===== src/rtl/packet_transfer_arbiter_if.sv =====
// Requester/transfer-buffer bundle for packet_transfer_arbiter.
// The master side is the arbiter; the slave side is the requesters plus the buffer.
interface packet_transfer_arbiter_if #(
    parameter int unsigned NUM_REQ    = 2,
    parameter int unsigned FLIT_WIDTH = 64
);
    logic [NUM_REQ-1:0]            req_valid;
    logic [NUM_REQ*FLIT_WIDTH-1:0] req_flit;
    logic [NUM_REQ-1:0]            req_last;
    logic [NUM_REQ-1:0]            req_ready;
    logic                          buf_valid;
    logic [FLIT_WIDTH-1:0]         buf_flit;
    logic                          buf_last;
    logic                          buf_ready;
    logic [NUM_REQ-1:0]            grant;
    logic                          abort;
    logic [15:0]                   pkt_count;

    modport master (
        input  req_valid, req_flit, req_last, buf_ready,
        output req_ready, buf_valid, buf_flit, buf_last, grant, abort, pkt_count
    );

    modport slave (
        output req_valid, req_flit, req_last, buf_ready,
        input  req_ready, buf_valid, buf_flit, buf_last, grant, abort, pkt_count
    );
endinterface


===== src/rtl/packet_transfer_arbiter.sv =====
// Round-robin arbiter that hands the transfer buffer to one requester for a whole packet.
// An owner that stays silent for MAX_IDLE granted cycles is aborted.
module packet_transfer_arbiter #(
    parameter int unsigned NUM_REQ    = 2,
    parameter int unsigned FLIT_WIDTH = 64,
    parameter int unsigned MAX_IDLE   = 16
) (
    input logic                       clk,
    input logic                       rst_n,
    packet_transfer_arbiter_if.master bus
);
    localparam int unsigned IDX_W = (NUM_REQ > 1) ? $clog2(NUM_REQ) : 1;

    typedef enum logic [0:0] {StIdle, StXfer} state_e;

    state_e                r_state;
    logic [NUM_REQ-1:0]    r_grant;
    logic [IDX_W-1:0]      r_owner;
    logic [IDX_W-1:0]      r_last_owner;
    logic [7:0]            r_idle_cnt;
    logic                  r_abort;
    logic [15:0]           r_pkt_count;

    logic                  w_any_req;
    logic                  w_found;
    logic [IDX_W-1:0]      w_cand;
    logic [IDX_W-1:0]      w_winner;
    logic [NUM_REQ-1:0]    w_winner_oh;
    logic                  w_own_valid;
    logic                  w_own_last;
    logic [FLIT_WIDTH-1:0] w_own_flit;
    logic                  w_fire;

    assign w_any_req = |bus.req_valid;

    // Walk the requesters starting just after the previous owner; first valid one wins.
    always_comb begin
        w_found  = 1'b0;
        w_cand   = r_last_owner;
        w_winner = r_last_owner;
        for (int off = 0; off < int'(NUM_REQ); off++) begin
            w_cand = (w_cand == IDX_W'(NUM_REQ - 1)) ? '0 : w_cand + 1'b1;
            if (!w_found && bus.req_valid[w_cand]) begin
                w_winner = w_cand;
                w_found  = 1'b1;
            end
        end
    end

    assign w_winner_oh = NUM_REQ'(1) << w_winner;

    // Grant is all-zero outside a packet, so masking by it also zeroes the idle outputs.
    always_comb begin
        w_own_flit = '0;
        for (int i = 0; i < int'(NUM_REQ); i++) begin
            if (r_grant[i]) begin
                w_own_flit = w_own_flit | bus.req_flit[i*FLIT_WIDTH +: FLIT_WIDTH];
            end
        end
    end

    assign w_own_valid = |(bus.req_valid & r_grant);
    assign w_own_last  = |(bus.req_last & r_grant);
    assign w_fire      = w_own_valid & bus.buf_ready;

    assign bus.req_ready = r_grant & {NUM_REQ{bus.buf_ready}};
    assign bus.buf_valid = w_own_valid;
    assign bus.buf_flit  = w_own_flit;
    assign bus.buf_last  = w_own_last;
    assign bus.grant     = r_grant;
    assign bus.abort     = r_abort;
    assign bus.pkt_count = r_pkt_count;

    always_ff @(posedge clk or negedge rst_n) begin
        if (!rst_n) begin
            r_state      <= StIdle;
            r_grant      <= '0;
            r_owner      <= '0;
            r_last_owner <= IDX_W'(NUM_REQ - 1);
            r_idle_cnt   <= '0;
            r_abort      <= 1'b0;
            r_pkt_count  <= '0;
        end else begin
            r_abort <= 1'b0;
            case (r_state)
                StIdle: begin
                    if (w_any_req) begin
                        r_state    <= StXfer;
                        r_grant    <= w_winner_oh;
                        r_owner    <= w_winner;
                        r_idle_cnt <= '0;
                    end
                end
                StXfer: begin
                    if (w_fire && w_own_last) begin
                        r_state      <= StIdle;
                        r_grant      <= '0;
                        r_last_owner <= r_owner;
                        r_pkt_count  <= r_pkt_count + 16'd1;
                        r_idle_cnt   <= '0;
                    end else if (w_own_valid) begin
                        r_idle_cnt <= '0;
                    end else if (r_idle_cnt == 8'(MAX_IDLE - 1)) begin
                        // This cycle is the MAX_IDLE-th silent one: give up on the packet.
                        r_state      <= StIdle;
                        r_grant      <= '0;
                        r_last_owner <= r_owner;
                        r_idle_cnt   <= '0;
                        r_abort      <= 1'b1;
                    end else begin
                        r_idle_cnt <= r_idle_cnt + 8'd1;
                    end
                end
                default: begin
                    r_state <= StIdle;
                    r_grant <= '0;
                end
            endcase
        end
    end
endmodule


===== src/flat_wrapper.sv =====
// flat-port wrapper written by rule: the top's interface ports become plain ports
module packet_transfer_arbiter_flat 
#(
    parameter int unsigned NUM_REQ    = 2,
    parameter int unsigned FLIT_WIDTH = 64,
    parameter int unsigned MAX_IDLE   = 16
)
  (clk, rst_n, bus_req_valid, bus_req_flit, bus_req_last, bus_buf_ready, bus_req_ready, bus_buf_valid, bus_buf_flit, bus_buf_last, bus_grant, bus_abort, bus_pkt_count);
  packet_transfer_arbiter_if #(.NUM_REQ(NUM_REQ), .FLIT_WIDTH(FLIT_WIDTH)) bus_i ();
  input logic clk;
  input logic rst_n;
  input wire logic [$bits(bus_i.req_valid)-1:0] bus_req_valid;
  input wire logic [$bits(bus_i.req_flit)-1:0] bus_req_flit;
  input wire logic [$bits(bus_i.req_last)-1:0] bus_req_last;
  input wire logic [$bits(bus_i.buf_ready)-1:0] bus_buf_ready;
  output wire logic [$bits(bus_i.req_ready)-1:0] bus_req_ready;
  output wire logic [$bits(bus_i.buf_valid)-1:0] bus_buf_valid;
  output wire logic [$bits(bus_i.buf_flit)-1:0] bus_buf_flit;
  output wire logic [$bits(bus_i.buf_last)-1:0] bus_buf_last;
  output wire logic [$bits(bus_i.grant)-1:0] bus_grant;
  output wire logic [$bits(bus_i.abort)-1:0] bus_abort;
  output wire logic [$bits(bus_i.pkt_count)-1:0] bus_pkt_count;
  assign bus_i.req_valid = bus_req_valid;
  assign bus_i.req_flit = bus_req_flit;
  assign bus_i.req_last = bus_req_last;
  assign bus_i.buf_ready = bus_buf_ready;
  assign bus_req_ready = bus_i.req_ready;
  assign bus_buf_valid = bus_i.buf_valid;
  assign bus_buf_flit = bus_i.buf_flit;
  assign bus_buf_last = bus_i.buf_last;
  assign bus_grant = bus_i.grant;
  assign bus_abort = bus_i.abort;
  assign bus_pkt_count = bus_i.pkt_count;
  packet_transfer_arbiter #(.NUM_REQ(NUM_REQ), .FLIT_WIDTH(FLIT_WIDTH), .MAX_IDLE(MAX_IDLE)) u_core (.clk(clk), .rst_n(rst_n), .bus(bus_i));
endmodule

===== config.mk =====
export PLATFORM = sky130hd
export DESIGN_NAME = packet_transfer_arbiter_flat
export DESIGN_NICKNAME = d
export VERILOG_FILES = /design/src/rtl/packet_transfer_arbiter_if.sv /design/src/rtl/packet_transfer_arbiter.sv /design/src/flat_wrapper.sv
export SDC_FILE = /design/constraint.sdc
export NUM_CORES = 1
export LEC_CHECK = 0
export BUFFER_PORTS_ARGS = -buffer_cell sky130_fd_sc_hd__buf_4
export CORE_AREA = 2 2 85 87
export DETAILED_ROUTE_END_ITERATION = 6
export DIE_AREA = 0 0 87 89
export GPL_ROUTABILITY_DRIVEN = 0
export PLACE_DENSITY = 0.72
export SYNTH_ARGS = -nofsm -noshare
export SYNTH_HDL_FRONTEND = slang
export SYNTH_SLANG_ARGS = --single-unit

===== constraint.sdc =====
create_clock -name clk -period 3.11 [get_ports clk]
set_input_delay 0.1555 -clock clk [delete_from_list [all_inputs] [get_ports clk]]
set_output_delay 0.1555 -clock clk [all_outputs]
set_load 0.02 [all_outputs]

* Yosys cells after proc, flatten, opt, wreduce, memory -nomap -nowiden
Index checks and enable logic that the tools add are counted.
** Cells by class
- Muxes and demuxes :: 33
- Eq/ne operators :: 5
- Add/sub/neg operators :: 4
- Reduce and logical (&&, ||, !) cells :: 11
- Shift operators :: 1
- Magnitude comparators :: 2
- Bitwise gates (word level) :: 6
** Operators by type and width (count)
- $mux 64 :: 2
- $or 64x64->64 :: 1
- $mux 8 :: 4
- $mux 1 :: 20
- $add 16x1->16 const B :: 1
- $pmux 8 s2 :: 1
- $add 8x1->8 const B :: 1
- $eq 8x4->1 const B :: 1
- $mux 2 :: 4
- $and 2x2->2 :: 3
- $ne 3x3->1 const B :: 2
- $reduce_and 3->1 :: 2
- $reduce_or 2->1 :: 3
- $lt 1x2->1 const B :: 2
- $pmux 2 s2 :: 1
- $reduce_and 2->1 :: 2
- $add 1x1->1 const B :: 2
- $logic_and 1x1->1 :: 2
- $ne 2x1->1 const B :: 1
- $ne 2x2->1 const B :: 1
- $pmux 1 s2 :: 1
- $reduce_bool 2->1 :: 1
- $shl 1x1->2 const A :: 1
- $and 1x1->1 :: 1
- other kinds (2) :: 2
** Word-level totals
- Register bits after elaboration :: 30
- Output and inout bits :: 87
- Bits of input ports :: 135
- Logic and storage cells :: 69

* Longest topological paths before layout
Gate-level depths: netlist of the first run.
- Depth in word-level cells :: 11
- Mapped depth :: 5
- Mapped depth without buffers :: 5

* Worst setup path before layout of the first run
Ideal clock, no wire load.
- Kind :: register to register
- Start :: register u_core.r_grant[0] (netlist: u_core.bus.grant[0])
- End :: register u_core.r_last_owner
- Stages on the path, launching flop included :: 5
- Slack :: 1.453 ns
- Arrival time :: 1.575 ns
- Period minus slack after synthesis :: 1.657 ns
- Setup time :: 0.082 ns
- Buffers on the path :: 0
- Cell sequence :: dfrtp_1 > a22oi_4 > nand2_1 > o21bai_1 > mux2_2
** On the way
- Cells in the longest elaborated chain, start to end :: 6
- Elaborated cells on any way between the ends :: 10
** Ends and longest elaborated chain
- from (decl) :: line packet_transfer_arbiter.sv:17 : logic [NUM_REQ-1:0] r_grant;
- from (signal assigned) :: line packet_transfer_arbiter.sv:89 : r_grant <= w_winner_oh;
- $and 2x2->2 :: line packet_transfer_arbiter.sv:62 : assign w_own_valid = |(bus.req_valid & r_grant);
- $reduce_or 2->1 :: line packet_transfer_arbiter.sv:62
- $and 1x1->1 :: line packet_transfer_arbiter.sv:64 : assign w_fire = w_own_valid & bus.buf_ready;
- $logic_and 1x1->1 :: line packet_transfer_arbiter.sv:95 : if (w_fire && w_own_last) begin
- $ne 2x2->1 (no source line) or $reduce_bool 2->1 (tied branches)
- $reduce_and 3->1 (no source line)
- to (signal assigned) :: line packet_transfer_arbiter.sv:79 : r_last_owner <= IDX_W'(NUM_REQ - 1);
- to (signal assigned) :: line packet_transfer_arbiter.sv:98 : r_last_owner <= r_owner;
- to (signal assigned) :: line packet_transfer_arbiter.sv:107 : r_last_owner <= r_owner;
- to (decl) :: line packet_transfer_arbiter.sv:19 : logic [IDX_W-1:0] r_last_owner;
Several ways; a longest one is shown, not always the timed one.
A chain may end at the register's enable or synchronous reset.

* Final worst setup path of the first run
- Start :: register u_core.r_grant[1] (netlist: u_core.bus.grant[1])
- End :: output bus_buf_flit[34]
** On the way
- Cells in the longest elaborated chain, start to end :: 1
** Ends and longest elaborated chain
- $mux 64 :: line packet_transfer_arbiter.sv:56 : if (r_grant[i]) begin
- to (decl) :: line flat_wrapper.sv:18 : output wire logic [$bits(bus_i.buf_flit)-1:0] bus_buf_flit;
No other way between the ends.

==> impl_metrics.tcl, run 1 <==
set metrics [dict create \
    status "finished clean" \
    tritoncts "done" \
    drt_wl_total_mm 8.66 \
    drt_iter0_drc 45 \
    grt_setup_unrepaired "false" \
    crit_chain "buf_4 > a22o_1 > buf_4" \
    core_area_um2 6720 \
    syn_to_final_growth_pct 90.1 \
    required_ns 2.95 \
    drcViolationCount 0 \
    grt_use_total_pct 21.1 \
    start_util_pct 30.9 \
    syn_nets 345 \
    synth_area_per_cell_um2 10.0 \
    tightest_slew_ns 0.650 \
    pwr-share-comb_pct 66.8 \
    synth-main-ff-cell "dfrtp_1" \
    grt-ovfl-total 0 \
    clockRootBuffer "clkbuf_8" \
    finalSetupViolCount 0 \
    grt_max_degree 67 \
    finalSetupTns_ns 0 \
    fmax_mhz 523 \
    synth_edf_count 0 \
    final_common_cell "buf_4" \
    place_inst 496 \
    ff2ff_path_depth 4 \
    dr.pass1.iters 4 \
    ys.warnings.count 0 \
    clock_skew_ns 0.00409 \
    crit_family "buffers and inverters" \
    cts_resized 0 \
    clock_power_share_pct 15.5 \
    clock-sinks 30 \
    cpMostUsedCell "buf_4" \
    viasPerCell 5.11 \
    finalCriticalPeriod_ns 1.91 \
    cts_buffers 5 \
    pwr-share-seq_pct 17.7 \
    synth_cell_type_count 39 \
    postSynthCellCount 208 \
    io_pins 222 \
    ys_ff_latch 30 \
    critPathArrivalTime_ns 1.75 \
    htreeDepth 2 \
    critPathSlowestCell "buf_4" \
    core.rowCount 30 \
    io_buffers 221 \
    grt_pass1_wl_mm 12.6 \
    start_kind "register" \
    drv_cap 0 \
    synth_area_um2 2080 \
    dieArea_um2 7740 \
    grt_pass1_vias 2429 \
    post-place-ws_ns 1.35 \
    antenna_found_initial 0 \
    hold_viol 0 \
    r2r-start "u_core.bus.grant[1]" \
    clock_latency_ns 0.28 \
    cpPeakStageDelay_ns 0.53 \
    layout_setup_ws_ns 1.20 \
    reg2reg_slack_ns 1.33 \
    critical_path_class "register to output pin" \
    final_util_pct 58.8 \
    clockBufferDepth 2 \
    final_cell_mix "223 x buf_4, 65 x a22o_1, 27 x dfrtp_1" \
    holdPathEnd "u_core.r_state" \
    switchingPower_w 0.00138 \
    internal_power_w 0.00177 \
    vias 2579 \
    path_buf_inv 2 \
    hold_start "bus_req_valid[1]" \
    path_clk_slew_ns 0.06 \
    finalMaxSlewViolations 0 \
    yosysSeqAreaShare_pct 36.2 \
    p_sw_share_pct 43.9 \
    die_h_um 89 \
    slew_headroom_pct 56.7 \
    hold_depth 3 \
    crit_fanout 57 \
    end_kind "output pin" \
    worstReg2RegEnd "u_core.r_last_owner" \
    layout.cells.non_filler 505 \
    layout.nets 561 \
    post_drt_wl_per_cell_um 17.2 \
    hpwl_mm 6.97 \
    vdd_ir_drop_max_v 0.000736 \
    ant_nets 0 \
    final_layout_size_suffix_gt1_share_pct 57.4 \
    hold_path_class "input port to register" \
    async_flop_share_pct 100 \
    n_antenna_cell 0 \
    die_x_um 87 \
    period_share_pct 61.4 \
    power_density_nw_per_um2 797 \
    p_leak_nw 2.13 \
]
kinds of logic after synthesis:
family                   Yosys count  share of synthesized area (%)
XOR/XNOR                          16                           6.74
AO/OA/AOI/OAI                     83                           34.6
flip-flops                        30                           36.2
AND/OR/NAND/NOR                   55                           16.2
buffers and inverters             19                           3.43
adder cells (fa/ha/maj)            2                           1.20
multiplexers                       3                           1.62
per-layer routing:
metal	vias up	global-route usage [%]	share of wire (%)
met3	20	5.54	7.7
met5	-	0	0
met4	0	7.67	2.8
li1	1253	-	-
met2	117	35.1	49
met1	1189	26.6	41
how the worst max path moves through the flow:
stage / endpoint / slack, ns / from / cells past startpoint
2_1_floorplan: u_core.r_last_owner / 1.45 / u_core.bus.grant[0] / 4
6_report: bus_buf_flit[34] / 1.20 / u_core.bus.grant[1] / 3
3_3_place_gp: u_core.r_last_owner / 1.40 / u_core.bus.grant[1] / 4
3_5_place_dp: u_core.r_last_owner / 1.35 / u_core.bus.grant[1] / 4
4_1_cts: bus_buf_flit[1] / 1.18 / u_core.bus.grant[1] / 3
5_1_grt: bus_buf_flit[1] / 1.08 / u_core.bus.grant[1] / 3
metrics by stage:
step	cell area (um^2)	hold WS, ns	power, W
after floorplan	2080	-0.140	0.00179
after global placement	3800	0.105	0.00266
after detailed placement	3800	0.105	0.00268
after CTS	3950	0.225	0.00317
after global routing	3950	0.287	0.00332
final	3950	0.239	0.00315
synth_stat cells, types with 2 or more instances:
cell type | count | area, um^2
nor3b_1 | 2 | 15.0
nor3_1 | 2 | 10.0
nand2_1 | 14 | 52.6
dfrtp_1 | 29 | 726
inv_1 | 3 | 11.3
o21ai_0 | 4 | 20.0
xor2_1 | 3 | 26.3
ha_1 | 2 | 25.0
a22o_1 | 65 | 569
and3_1 | 8 | 50.1
clkbuf_1 | 9 | 33.8
mux2_2 | 3 | 33.8
and2_1 | 3 | 18.8
nor2b_1 | 2 | 12.5
or3_1 | 2 | 12.5
xnor2_1 | 13 | 114
nand3_1 | 7 | 35.0
nand4_1 | 5 | 31.3
buf_1 | 6 | 22.5
nor2_1 | 3 | 11.3
a21o_1 | 3 | 22.5
and4_1 | 2 | 17.5
a31oi_1 | 2 | 12.5
registers in the layout, indices dropped and copies added (netlist names):
| register | count |
|---|---|
| u_core.r_idle_cnt | 8 |
| u_core.r_owner | 1 |
| u_core.r_last_owner | 1 |
| u_core.bus.abort | 1 |
| u_core.r_state | 1 |
| u_core.bus.pkt_count | 16 |
| u_core.bus.grant | 2 |
worst reg2reg max path: stages (launching register included):
cell and delay, ns:
dfrtp_2 0.50, a22oi_4 0.31, nand2_1 0.20, o21bai_1 0.32, mux2_2 0.38
repair_timing:
item                                   4_1_cts  5_1_grt
hold buffers                                 1        0
setup buffers                                0        0
endpoints found under the hold margin       29        0
power groups by stage:
stage                     combinational, W  clock, W  sequential (W)
after global routing               0.00223  0.000514        0.000571
final                              0.00210  0.000488        0.000558
after detailed placement           0.00211         0        0.000565
after global placement             0.00210         0        0.000560
after floorplan                    0.00122         0        0.000572
after CTS                          0.00212  0.000497        0.000557
layout make-up:
class / instances / area [um^2]
fill: 611 / 2770
timing repair buffer: 224 / 1680
multi-input combinational: 159 / 1260
sequential: 30 / 754
tap: 80 / 100
clock buffer: 6 / 82.6
clock inverter: 2 / 60.1
inverter: 4 / 15.0
(Power assumes the default switching activity.)
==> run 2, diff against run 1 <==
Settings changed: CORE_AREA 2 2 85 87 to 2 2 87 89, DIE_AREA 0 0 87 89 to 0 0 89 91.
Clock period 3.11 ns to 1.7 ns, I/O delays scaled along.
==> run 2 against run 1 <==
  * Clock skew is 0.00079 ns higher
  * Clock-buffer cell count increased by 2
  * Critical path type unchanged
  * Utilization is 2.8 points lower
  * Non-clock buffer count rose by 5
  * Die area rose by 4.6%
  * Setup slack worse by 1.1 ns
==> impl_metrics.tcl, run 2 (synthesized netlist as in run 1, its figures left out) <==
set metrics [dict create \
    syn_to_final_growth_pct 92.4 \
    critical_path_class "register to output pin" \
    r2r-start "u_core.bus.grant[0]" \
    cpPeakStageDelay_ns 0.41 \
    core_area_um2 7140 \
    seq_area_um2 754 \
    dieArea_um2 8100 \
    crit_chain "clkbuf_8 > a22o_1 > buf_4" \
    place_area_um2 3850 \
    clockRootBuffer "clkbuf_8" \
    layout.cells.non_filler 530 \
    p_leak_nw 2.14 \
    clock_skew_ns 0.00489 \
    grt-ovfl-total 0 \
    tightest_slew_ns 0.633 \
    crit_fanout 67 \
    finalCriticalPeriod_ns 1.63 \
    end_kind "output pin" \
    hold_start "bus_req_valid[0]" \
    fmax_mhz 614 \
    path_buf_inv 2 \
    period_share_pct 95.7 \
    critPathArrivalTime_ns 1.54 \
    drt_wl_total_mm 9.93 \
    viasPerCell 5.08 \
    start_kind "register" \
    vias 2695 \
    core.rowCount 31 \
    clock_power_share_pct 10.6 \
    required_ns 1.62 \
    finalMaxSlewViolations 0 \
    drt_iter0_drc 106 \
    final_cell_mix "226 x buf_4, 65 x a22o_1, 27 x dfrtp_1" \
    pwr-share-comb_pct 71.6 \
    switchingPower_w 0.00260 \
    final_common_cell "buf_4" \
    crit_family "buffers and inverters" \
    grt_setup_unrepaired "true" \
    hold_viol 0 \
    start_util_pct 29.1 \
    reg2reg_slack_ns 0.09 \
    grt_max_degree 68 \
    io_pins 222 \
    grt_use_total_pct 22.7 \
    layout.nets 566 \
    drcViolationCount 0 \
    post_drt_wl_per_cell_um 18.7 \
    slew_headroom_pct 57.5 \
    htreeDepth 2 \
    final_layout_size_suffix_gt1_share_pct 58.4 \
    path_clk_slew_ns 0.06 \
    finalSetupViolCount 0 \
    antenna_found_initial 2 \
    ff2ff_path_depth 5 \
    dr.pass1.iters 4 \
    critPathSlowestCell "dfrtp_2" \
    hpwl_mm 7.98 \
    ant_nets 0 \
    grt_pass1_vias 2529 \
    hold_path_class "input port to register" \
    vdd_ir_drop_max_v 0.000625 \
    grt_pass1_wl_mm 13.8 \
    worstReg2RegEnd "u_core.bus.grant[0]" \
    internal_power_w 0.00303 \
    power_density_nw_per_um2 1410 \
    place_inst 518 \
    clock_latency_ns 0.28 \
    io_buffers 221 \
    clock-sinks 30 \
    p_sw_share_pct 46.2 \
    hold_depth 4 \
    multi_input_area_um2 1280 \
    tritoncts "done" \
    holdPathEnd "u_core.bus.grant[1]" \
    nFillCells 674 \
    clockBufferDepth 2 \
    pwr-share-seq_pct 17.8 \
    path_depth 3 \
    die_h_um 91 \
    die_x_um 89 \
    drv_cap 0 \
    cts_buffers 5 \
    largest_reg_flops 16 \
    design_area_um2 4000 \
    status "finished clean" \
]
[run 2: how the worst max path moves through the flow]
stage / start / to / slack, ns
CTS: u_core.bus.grant[0] / bus_buf_flit[44] / 0.02
global route: u_core.bus.grant[0] / u_core.bus.pkt_count[14] / -0.008
finish: u_core.bus.grant[1] / bus_buf_flit[44] / 0.07
floorplan: u_core.bus.grant[0] / u_core.r_last_owner / 0.04
detailed placement: u_core.r_idle_cnt[0] / u_core.r_idle_cnt[7] / 0.02
global placement: u_core.r_idle_cnt[0] / u_core.r_idle_cnt[7] / 0.07
[run 2: area by class of cell]
| type | instances | share of cell area (%) |
|---|---|---|
| multi-input combinational | 159 | 32.0 |
| clock buffer | 8 | 2.25 |
| inverter | 4 | 0.375 |
| sequential | 30 | 18.9 |
| antenna | 1 | 0.0625 |
| timing repair buffer | 229 | 43.4 |
| tap | 99 | 3.10 |
[run 2: power groups by stage]
stage | logic, W | clock network [W] | registers [W]
after floorplan | 0.00223 | 0 | 0.00105
after global placement | 0.00393 | 0 | 0.000991
after detailed placement | 0.00396 | 0 | 0.00100
after CTS | 0.00400 | 0.000610 | 0.000995
after global routing | 0.00428 | 0.000646 | 0.00102
final | 0.00403 | 0.000599 | 0.000999
[run 2: per-stage QoR]
stage | util, % | hold slack [ns] | setup TNS, ns | total power, W | setup WS, ns
detailed placement | 53.9 | 0.0355 | 0 | 0.00497 | 0.0172
finish | 56.1 | 0.146 | 0 | 0.00563 | 0.0724
global route | 56.1 | 0.201 | -0.00767 | 0.00594 | -0.00767
CTS | 55.5 | 0.146 | 0 | 0.00560 | 0.0178
global placement | 53.9 | 0.0349 | 0 | 0.00492 | 0.0707
floorplan | - | -0.211 | 0 | 0.00327 | 0.0429
[run 2: worst reg2reg max path: stages, from the launching register on]
cell	delay, ns
dfrtp_2	0.45
a22oi_4	0.32
nor3_2	0.13
o21bai_1	0.20
buf_4	0.16
o32ai_2	0.26
[run 2: layer usage]
metal	wire (um)	part of all wire [%]	GRT usage, %
met5	16	0.16	0
met3	1250	13	9.82
met4	70	0.71	4.60
met1	3830	39	27.6
met2	4750	48	37.3
[run 2: timing repair]
action,4_1_cts,5_1_grt
pin swaps,0,2
buffers inserted,0,2
cloned,0,0
setup endpoints to repair,67,15
resized for setup,3,7
hold buffers,1,0
hold endpoints to repair,29,0
